## src/rtl/tape_pkg.sv

```systemverilog
// Shared tape definitions: character width, one-hot state indices and default timeout.
package tape_pkg;

  localparam int CHAR_W          = 5;
  localparam int TIMEOUT_DEFAULT = 1024;

  localparam int ST_IDLE = 0;
  localparam int ST_REQ  = 1;
  localparam int ST_REL  = 2;
  localparam int ST_DONE = 3;
  localparam int ST_ERR  = 4;
  localparam int NUM_ST  = 5;

  typedef enum logic [NUM_ST-1:0] {
    S_IDLE = NUM_ST'(1 << ST_IDLE),
    S_REQ  = NUM_ST'(1 << ST_REQ),
    S_REL  = NUM_ST'(1 << ST_REL),
    S_DONE = NUM_ST'(1 << ST_DONE),
    S_ERR  = NUM_ST'(1 << ST_ERR)
  } state_t;

endpackage

```

## src/rtl/tape_word_assembler_if.sv

```systemverilog
// Reader-side and CPU-side handshakes of the word assembler; master is the assembler.
interface tape_word_assembler_if #(
  parameter int CHARS_PER_WORD = 7
);
  import tape_pkg::*;

  localparam int WORD_W = CHAR_W * CHARS_PER_WORD;

  logic              word_req;
  logic              input_rdy;
  logic              input_val;
  logic [CHAR_W-1:0] input_data;
  logic              word_val;
  logic [WORD_W-1:0] word_data;
  logic              word_ack;
  logic              busy;
  logic              tape_err;

  modport master (
    input  word_req, input_val, input_data, word_ack,
    output input_rdy, word_val, word_data, busy, tape_err
  );

  modport slave (
    output word_req, input_val, input_data, word_ack,
    input  input_rdy, word_val, word_data, busy, tape_err
  );

endinterface

```

## src/rtl/tape_timeout_cnt.sv

```systemverilog
// Loadable down-counter that saturates at zero; expired is high while the count is zero.
module tape_timeout_cnt #(
  parameter int CNT_W    = 10,
  parameter int LOAD_VAL = 1023
) (
  input  logic clk,
  input  logic resetn,
  input  logic load,
  input  logic dec,
  output logic expired
);

  logic [CNT_W-1:0] cnt;

  always_ff @(posedge clk) begin
    if (!resetn || load) begin
      cnt <= CNT_W'(LOAD_VAL);
    end else if (dec && cnt != '0) begin
      cnt <= cnt - CNT_W'(1);
    end
  end

  assign expired = (cnt == '0);

endmodule

```

## src/rtl/tape_word_assembler.sv

```systemverilog
// Packs CHARS_PER_WORD tape characters (first in MSBs) into one word, >=4 cycles per character.
// Word is held until word_ack; TAPE_TIMEOUT_EN adds a REQ watchdog that parks the FSM in ERR.
module tape_word_assembler
  import tape_pkg::*;
#(
  parameter int CHARS_PER_WORD = 7,
  parameter int TIMEOUT        = TIMEOUT_DEFAULT
) (
  input logic                   clk,
  input logic                   resetn,
  tape_word_assembler_if.master bus
);

  localparam int WORD_W = CHAR_W * CHARS_PER_WORD;
  localparam int CNT_W  = $clog2(CHARS_PER_WORD + 1);

  if (CHARS_PER_WORD < 1) begin : g_bad_cpw
    $error("CHARS_PER_WORD must be at least 1");
  end
  if (TIMEOUT < 1) begin : g_bad_timeout
    $error("TIMEOUT must be at least 1");
  end

  state_t            state;
  logic              input_rdy_q;
  logic              word_val_q;
  logic              busy_q;
  logic [WORD_W-1:0] word_data_q;
  logic [CNT_W-1:0]  char_cnt;

`ifdef TAPE_TIMEOUT_EN
  logic tape_err_q;
  logic timed_out;

  // Reloads whenever the FSM is outside REQ, so each REQ visit gets a full window.
  tape_timeout_cnt #(
    .CNT_W   ($clog2(TIMEOUT + 1)),
    .LOAD_VAL(TIMEOUT - 1)
  ) u_timeout (
    .clk    (clk),
    .resetn (resetn),
    .load   (state != S_REQ),
    .dec    (state == S_REQ),
    .expired(timed_out)
  );

  assign bus.tape_err = tape_err_q;
`else
  assign bus.tape_err = 1'b0;
`endif

  always_ff @(posedge clk) begin
    if (!resetn) begin
      state       <= S_IDLE;
      input_rdy_q <= 1'b0;
      word_val_q  <= 1'b0;
      busy_q      <= 1'b0;
      word_data_q <= '0;
      char_cnt    <= '0;
`ifdef TAPE_TIMEOUT_EN
      tape_err_q  <= 1'b0;
`endif
    end else begin
      case (state)
        S_IDLE: begin
          char_cnt    <= '0;
          word_data_q <= '0;
          if (bus.word_req) begin
            state       <= S_REQ;
            input_rdy_q <= 1'b1;
            busy_q      <= 1'b1;
          end
        end
        S_REQ: begin
          if (bus.input_val) begin
            word_data_q <= (word_data_q << CHAR_W) | WORD_W'(bus.input_data);
            char_cnt    <= char_cnt + CNT_W'(1);
            input_rdy_q <= 1'b0;
            state       <= S_REL;
          end
`ifdef TAPE_TIMEOUT_EN
          else if (timed_out) begin
            input_rdy_q <= 1'b0;
            tape_err_q  <= 1'b1;
            state       <= S_ERR;
          end
`endif
        end
        // rdy stays low until the reader has dropped val, so no character is taken twice.
        S_REL: begin
          if (!bus.input_val) begin
            if (char_cnt == CNT_W'(CHARS_PER_WORD)) begin
              word_val_q <= 1'b1;
              state      <= S_DONE;
            end else begin
              input_rdy_q <= 1'b1;
              state       <= S_REQ;
            end
          end
        end
        S_DONE: begin
          if (bus.word_ack) begin
            word_val_q <= 1'b0;
            busy_q     <= 1'b0;
            state      <= S_IDLE;
          end
        end
`ifdef TAPE_TIMEOUT_EN
        S_ERR: begin
        end
`endif
        default: begin
          state       <= S_IDLE;
          input_rdy_q <= 1'b0;
          word_val_q  <= 1'b0;
          busy_q      <= 1'b0;
        end
      endcase
    end
  end

  assign bus.input_rdy = input_rdy_q;
  assign bus.word_val  = word_val_q;
  assign bus.word_data = word_data_q;
  assign bus.busy      = busy_q;

endmodule

```

## src/flat_wrapper.sv

```systemverilog
// flat-port wrapper written by rule: the top's interface ports become plain ports
module tape_word_assembler_flat import tape_pkg::*;
#(
  parameter int CHARS_PER_WORD = 7,
  parameter int TIMEOUT        = TIMEOUT_DEFAULT
)
  (clk, resetn, bus_word_req, bus_input_val, bus_input_data, bus_word_ack, bus_input_rdy, bus_word_val, bus_word_data, bus_busy, bus_tape_err);
  tape_word_assembler_if #(.CHARS_PER_WORD(CHARS_PER_WORD)) bus_i ();
  input logic clk;
  input logic resetn;
  input wire logic [$bits(bus_i.word_req)-1:0] bus_word_req;
  input wire logic [$bits(bus_i.input_val)-1:0] bus_input_val;
  input wire logic [$bits(bus_i.input_data)-1:0] bus_input_data;
  input wire logic [$bits(bus_i.word_ack)-1:0] bus_word_ack;
  output wire logic [$bits(bus_i.input_rdy)-1:0] bus_input_rdy;
  output wire logic [$bits(bus_i.word_val)-1:0] bus_word_val;
  output wire logic [$bits(bus_i.word_data)-1:0] bus_word_data;
  output wire logic [$bits(bus_i.busy)-1:0] bus_busy;
  output wire logic [$bits(bus_i.tape_err)-1:0] bus_tape_err;
  assign bus_i.word_req = bus_word_req;
  assign bus_i.input_val = bus_input_val;
  assign bus_i.input_data = bus_input_data;
  assign bus_i.word_ack = bus_word_ack;
  assign bus_input_rdy = bus_i.input_rdy;
  assign bus_word_val = bus_i.word_val;
  assign bus_word_data = bus_i.word_data;
  assign bus_busy = bus_i.busy;
  assign bus_tape_err = bus_i.tape_err;
  tape_word_assembler #(.CHARS_PER_WORD(CHARS_PER_WORD), .TIMEOUT(TIMEOUT)) u_core (.clk(clk), .resetn(resetn), .bus(bus_i));
endmodule
```

## config.mk

```make
export PLATFORM = sky130hd
export DESIGN_NAME = tape_word_assembler_flat
export DESIGN_NICKNAME = d
export VERILOG_FILES = /design/src/rtl/tape_pkg.sv /design/src/rtl/tape_word_assembler_if.sv /design/src/rtl/tape_timeout_cnt.sv /design/src/rtl/tape_word_assembler.sv /design/src/flat_wrapper.sv
export SDC_FILE = /design/constraint.sdc
export NUM_CORES = 1
export LEC_CHECK = 0
export CAP_MARGIN = 20
export CORE_ASPECT_RATIO = 1.75
export CORE_UTILIZATION = 52
export CTS_BUF_LIST = sky130_fd_sc_hd__clkbuf_16
export CTS_CLUSTER_DIAMETER = 120
export DETAILED_ROUTE_END_ITERATION = 10
export GPL_ROUTABILITY_DRIVEN = 0
export PLACE_DENSITY = 0.83
export SYNTH_ARGS = -nofsm -noshare
export SYNTH_HDL_FRONTEND = slang
export SYNTH_SLANG_ARGS = --single-unit
```

## constraint.sdc

```tcl
create_clock -name clk -period 2.15 [get_ports clk]
set_input_delay 0.43 -clock clk [delete_from_list [all_inputs] [get_ports clk]]
set_output_delay 0.43 -clock clk [all_outputs]
set_load 0.03 [all_outputs]
```

==> results_dict.tcl, run 1 <==
set metrics [dict create \
    synth_edf_count 0 \
    skew_ns 0.00473 \
    final_hold_viol_count 0 \
    vias 1772 \
    setup_viol 0 \
    synthMostInstantiatedCell "dfxtp_1" \
    synthArstFlopShare_pct 0 \
    comb_power_share_pct 17.1 \
    critPathSlowestCell "clkdlybuf4s50_1" \
    status "finished clean" \
    cts_num_sinks 45 \
    grt_overflow 0 \
    avgSynthCellArea_um2 8.61 \
    slowest_delay_ns 0.70 \
    power.switching_w 0.000567 \
    arrival_ns 1.38 \
    synthDistinctLibCells 41 \
    initial_utilization_pct 54.8 \
    via_per_inst 5.70 \
    start_kind "flip-flop" \
    fin_nets 276 \
    end_kind "output pin" \
    design.die.area_um2 4120 \
    synth-seq-area-share_pct 44.9 \
    fin_crit_sh_pct 84.1 \
    clkPwrFrac_pct 37.7 \
    cts_resized 0 \
    maxSlewViolCount 0 \
    cap_violations 0 \
    preCtsSetupSlack_ns 0.188 \
    cp_top_family "buffers and inverters" \
    die_x_um 49.0 \
    yosysTopAreaCell "dfxtp_1" \
    path_cells "clkdlybuf4s50_1" \
    p_per_area_nw_per_um2 769 \
    grt_max_degree 77 \
    cts-root-buf "clkbuf_16" \
    drtIter0Drc 49 \
    final_area_um2 2560 \
    slew_headroom_pct 64.0 \
    netSwitchingFraction_pct 28.8 \
    setup_ws_ns 0.343 \
    antenna_found_initial 0 \
    cts_hold_buffers 0 \
    portBuffers 47 \
    cp_num_buf_inv 1 \
    p_seq_share_pct 45.2 \
    hpwl_um 2860 \
    drc 0 \
    postSynthCellCount 233 \
    yosys_warnings 0 \
    max-vdd-ir-drop_mv 0.678 \
    leakagePower_nw 0.853 \
    antenna_cells 0 \
    grt_pass1_vias 1469 \
    synth_top_area_share_pct 44.9 \
    die_y_um 84.2 \
    tightestPinTransition_ns 0.540 \
    ant_nets 0 \
    netlist_top_cells_count "45 x dfxtp_1, 42 x nand2_1, 37 x nand4_1" \
    finalWirelength_um 4350 \
    worstSkewPairLatency_ns 0.29 \
    worstPathMaxFanout 3 \
    cts_inserted_buffers 5 \
    cts_tree "yes" \
    synthFlopType "dfxtp_1" \
    fin_crit_ns 1.81 \
    syn2layout_area_growth_pct 27.5 \
    core_area_um2 3660 \
    firstDrtPassIters 4 \
    rows 29 \
    grt_setup_unrepaired "false" \
    min_path_type "flip-flop to flip-flop" \
    cp.required_ns 1.72 \
    postPlaceCellArea_um2 2420 \
    clockBufferDepth 2 \
    post_cts_buffers 0 \
    fin_setup_tns_ns 0 \
    ys_ff_latch 45 \
    htreeDepth 2 \
    ys_top_cells_by_area "dfxtp_1 45%, nand4_1 12%, o21ai_1 8.0%, nand2_1 7.9%, buf_6 3.4%" \
    io_pins 49 \
    crit_type "flip-flop to output pin" \
    grt_usage_pct 22.0 \
    drive_above_1_share_pct 7.55 \
    drt-wirelength-per-cell_um 14.0 \
    grt_pass1_wl_um 7000 \
    p_int_w 0.00140 \
    fmax_mhz 553 \
    syn_nets 245 \
    synth_area_um2 2010 \
    clk_pin_slew_worst_paths_ns 0.06 \
]
path summary, 6_finish.rpt:
check                                         startpoint                  endpoint  slack (ns)  cells past startpoint
worst min-delay path            u_core.bus.word_data[30]  u_core.bus.word_data[30]        0.45                      2
worst max register to register           u_core.state[1]  u_core.bus.word_data[22]        0.50                      5
worst max-delay path            u_core.bus.word_data[18]         bus_word_data[18]        0.34                      1
worst min register to register  u_core.bus.word_data[30]  u_core.bus.word_data[30]        0.45                      2
final cells by class:
| type | instances | area [um^2] |
|---|---|---|
| Multi-Input combinational cell | 161 | 941 |
| Clock buffer | 5 | 125 |
| Clock inverter | 3 | 17.5 |
| Sequential cell | 45 | 901 |
| Fill cell | 310 | 1110 |
| Timing Repair Buffer | 50 | 513 |
| Tap cell | 46 | 57.6 |
| Inverter | 1 | 3.75 |
per-stage QoR:
| stage | hold WS [ns] | cells | total power (W) | util [%] |
|---|---|---|---|---|
| after floorplan | 0.432 | 233 | 0.00120 | - |
| after global placement | 0.438 | 303 | 0.00124 | 65.9 |
| after detailed placement | 0.443 | 303 | 0.00124 | 65.9 |
| after CTS | 0.452 | 311 | 0.00198 | 69.8 |
| after global routing | 0.465 | 311 | 0.00204 | 69.8 |
| final | 0.450 | 311 | 0.00197 | 69.8 |
sequential cells by signal, summed over array words and instances, names as in the netlist:
signal	flops
u_core.bus.word_data	35
u_core.state	4
u_core.char_cnt	3
u_core.bus.busy	1
u_core.bus.input_rdy	1
u_core.bus.word_val	1
worst reg2reg max path, cell delays in order (launching register included):
cell and delay (ns):
dfxtp_1 0.66, nand2b_1 0.18, nor2_2 0.13, buf_4 0.35, nand4_1 0.17, o21ai_1 0.10
placed cells by master (no fill, tap or decap), types with 2 or more instances in the layout:
cell / count
clkdlybuf4s50_1: 46
dfxtp_1: 45
nand2_1: 42
nand4_1: 37
o21ai_1: 32
o21ai_0: 8
nor2_1: 5
clkbuf_16: 5
nand2b_1: 4
a41o_1: 2
nor3b_1: 2
nor4_1: 2
ha_1: 2
clkinv_2: 2
buf_12: 2
cell families (layout without fill, tap and decap cells):
logic type	count (synthesis)	after routing	synth area share (%)
other	1	1	0.187
xor gates and xnor gates	1	1	0.811
AOI/OAI and AO/OA	53	53	16.1
buffers and inverters	27	59	8.35
adders and majority gates	2	2	1.25
and+or+nand+nor	104	104	28.4
DFF	45	45	44.9
routing by layer:
| metal | routed length (um) | global-route usage, % |
|---|---|---|
| met1 | 1830 | 26.8 |
| met4 | 69 | 9.36 |
| met5 | 0 | 0 |
| met3 | 133 | 4.89 |
| met2 | 2320 | 36.9 |
power groups by stage:
| stage | clock network, W | logic (W) | registers (W) |
|---|---|---|---|
| finish | 0.000742 | 0.000336 | 0.000889 |
| global route | 0.000783 | 0.000364 | 0.000892 |
| CTS | 0.000752 | 0.000335 | 0.000888 |
| detailed placement | 0 | 0.000334 | 0.000907 |
| global placement | 0 | 0.000332 | 0.000907 |
| floorplan | 0 | 0.000289 | 0.000915 |
Power figures use the tool's default switching activity.
==> run 2, diff against run 1 <==
--- a/config.mk
+++ b/config.mk
@@ -7,12 +7,12 @@
 export LEC_CHECK = 0
 export CAP_MARGIN = 20
 export CORE_ASPECT_RATIO = 1.75
-export CORE_UTILIZATION = 52
+export CORE_UTILIZATION = 44
 export CTS_BUF_LIST = sky130_fd_sc_hd__clkbuf_16
 export CTS_CLUSTER_DIAMETER = 120
 export DETAILED_ROUTE_END_ITERATION = 10
 export GPL_ROUTABILITY_DRIVEN = 0
-export PLACE_DENSITY = 0.83
+export PLACE_DENSITY = 0.75
 export SYNTH_ARGS = -nofsm -noshare
 export SYNTH_HDL_FRONTEND = slang
 export SYNTH_SLANG_ARGS = --single-unit
==> constraint.sdc (replaced) <==
create_clock -name clk -period 1.6 [get_ports clk]
set_input_delay 0.32 -clock clk [delete_from_list [all_inputs] [get_ports clk]]
set_output_delay 0.32 -clock clk [all_outputs]
set_load 0.03 [all_outputs]
==> results_dict.tcl, run 2 (synthesis results as in run 1) <==
set metrics [dict create \
    status "finished clean" \
    drt-wirelength-per-cell_um 14.4 \
    rows 32 \
    setup_viol 0 \
    p_per_area_nw_per_um2 1090 \
    hpwl_um 3140 \
    most-common-layout-cells "44 x dfxtp_1, 42 x nand2_1, 38 x dlygate4sd2_1, 37 x nand4_1, 32 x o21ai_1" \
    max-vdd-ir-drop_mv 0.857 \
    final_cells 325 \
    drive_above_1_share_pct 11.3 \
    path_cells "ha_1 > ha_2 > or3b_4 > a221oi_2 > a41o_1" \
    final_common_cell "dfxtp_1" \
    cts_num_sinks 45 \
    worstSkewPairLatency_ns 0.29 \
    fin_crit_sh_pct 96.4 \
    critPathSlowestCell "or3b_4" \
    die_x_um 53.1 \
    finalWirelength_um 4690 \
    antenna_cells 0 \
    end_kind "flip-flop" \
    io_pins 49 \
    grt_usage_pct 21.5 \
    drtIter0Drc 52 \
    crit_type "flip-flop to flip-flop" \
    maxSlewViolCount 0 \
    cp_num_buf_inv 0 \
    clockBufferDepth 2 \
    start_kind "flip-flop" \
    htreeDepth 2 \
    final_hold_viol_count 0 \
    grt_max_degree 77 \
    clk_pin_slew_worst_paths_ns 0.07 \
    drc 0 \
    cts_inserted_buffers 5 \
    min_path_cells 2 \
    cp_top_family "adder cells" \
    dp_cells 317 \
    via_per_inst 5.65 \
    grt_pass1_vias 1656 \
    slowest_delay_ns 0.38 \
    final_area_um2 2630 \
    firstDrtPassIters 5 \
    cts_tree "yes" \
    cap_violations 0 \
    skew_ns 0.00663 \
    postPlaceCellArea_um2 2500 \
    crit_cells 5 \
    cp.required_ns 1.83 \
    fin_nets 285 \
    ant_nets 0 \
    reg2regPathDepth 5 \
    cts-root-buf "clkbuf_16" \
    leakagePower_nw 1.09 \
    nFillCells 428 \
    grt_overflow 0 \
    die_y_um 91.3 \
    initial_utilization_pct 45.6 \
    syn2layout_area_growth_pct 30.9 \
    fmax_mhz 648 \
    min_path_type "input pin to flip-flop" \
    portBuffers 47 \
    vias 1835 \
    core_area_um2 4400 \
    design.die.area_um2 4850 \
    fin_crit_ns 1.54 \
    grt_setup_unrepaired "false" \
    grt_pass1_wl_um 7750 \
    largest_register_ffs 35 \
    antenna_found_initial 0 \
    arrival_ns 1.77 \
    worstPathMaxFanout 3 \
]
run 2: changes by cell type in the layout (fill, tap and decap cells not counted), moves of 2 or more:
cell             change
buf_4                +8
clkinv_2             -2
clkdlybuf4s50_1     -38
dlygate4sd2_1       +38
run 2: path summary, 6_finish.rpt:
| check | startpoint | endpoint | slack, ns |
|---|---|---|---|
| max reg2reg | u_core.char_cnt[0] | u_core.bus.input_rdy | 0.06 |
| max | u_core.char_cnt[0] | u_core.bus.input_rdy | 0.06 |
| min reg2reg | u_core.bus.word_data[31] | u_core.bus.word_data[31] | 0.45 |
| min | resetn | u_core.state[3] | 0.39 |
run 2: per-stage QoR:
step / hold slack, ns / worst slack (ns) / total power (W) / util (%) / TNS [ns]
2_1_floorplan: 0.419 / 0.156 / 0.00162 / - / 0
3_3_place_gp: 0.440 / -0.136 / 0.00172 / 56.8 / -3.66
3_5_place_dp: 0.443 / -0.191 / 0.00173 / 56.8 / -5.26
4_1_cts: 0.392 / 0.0227 / 0.00287 / 59.5 / 0
5_1_grt: 0.393 / 0.0139 / 0.00296 / 59.7 / 0
6_report: 0.395 / 0.0573 / 0.00286 / 59.7 / 0
run 2: worst reg2reg max path, stage by stage, from the launching register on:
cell and delay [ns]:
dfxtp_1 0.33, ha_1 0.21, ha_2 0.18, or3b_4 0.38, a221oi_2 0.26, a41o_1 0.13
run 2: power by group:
group,switching [W],internal [W],leakage (nW)
clock,0.000435,0.000731,0.0775
sequential,0.0000309,0.00115,0.364
combinational,0.000325,0.000188,0.647
total,0.000791,0.00207,1.09
run 2: layer usage:
metal	wire, um	vias up	part of all wire [%]	GRT usage, %
li1	-	920	-	-
met4	86	0	1.8	8.77
met5	0	-	0	0
met1	1860	854	40	24.8
met3	202	8	4.3	5.19
met2	2540	53	54	36.2
run 2: area by class of cell:
type	count	area (um^2)	share of cell area, %
clock buffers	5	125	4.76
well taps	51	63.8	2.43
flip-flops and latches	45	902	34.3
repair buffers	59	546	20.8
inverters	1	3.75	0.143
multi-input cells	161	946	36.0
clock inverters	3	41.3	1.57
run 2: what timing repair did:
item / in CTS / in global routing
pin swaps: 0 / 1
hold buffers: 0 / 0
hold endpoints to repair: 0 / 0
setup buffers: 0 / 0
gates resized for setup: 38 / 3
endpoints found under the setup margin: 38 / 4
==> run 3, diff against run 2 <==
--- a/config.mk
+++ b/config.mk
@@ -5,11 +5,11 @@
 export SDC_FILE = /design/constraint.sdc
 export NUM_CORES = 1
 export LEC_CHECK = 0
-export CAP_MARGIN = 20
+export CAP_MARGIN = 10
 export CORE_ASPECT_RATIO = 1.75
 export CORE_UTILIZATION = 44
 export CTS_BUF_LIST = sky130_fd_sc_hd__clkbuf_16
-export CTS_CLUSTER_DIAMETER = 120
+export CTS_CLUSTER_DIAMETER = 50
 export DETAILED_ROUTE_END_ITERATION = 10
 export GPL_ROUTABILITY_DRIVEN = 0
 export PLACE_DENSITY = 0.75
==> results of run 3 <==
No change in the layout: final DEF, timing and power equal those of run 2.
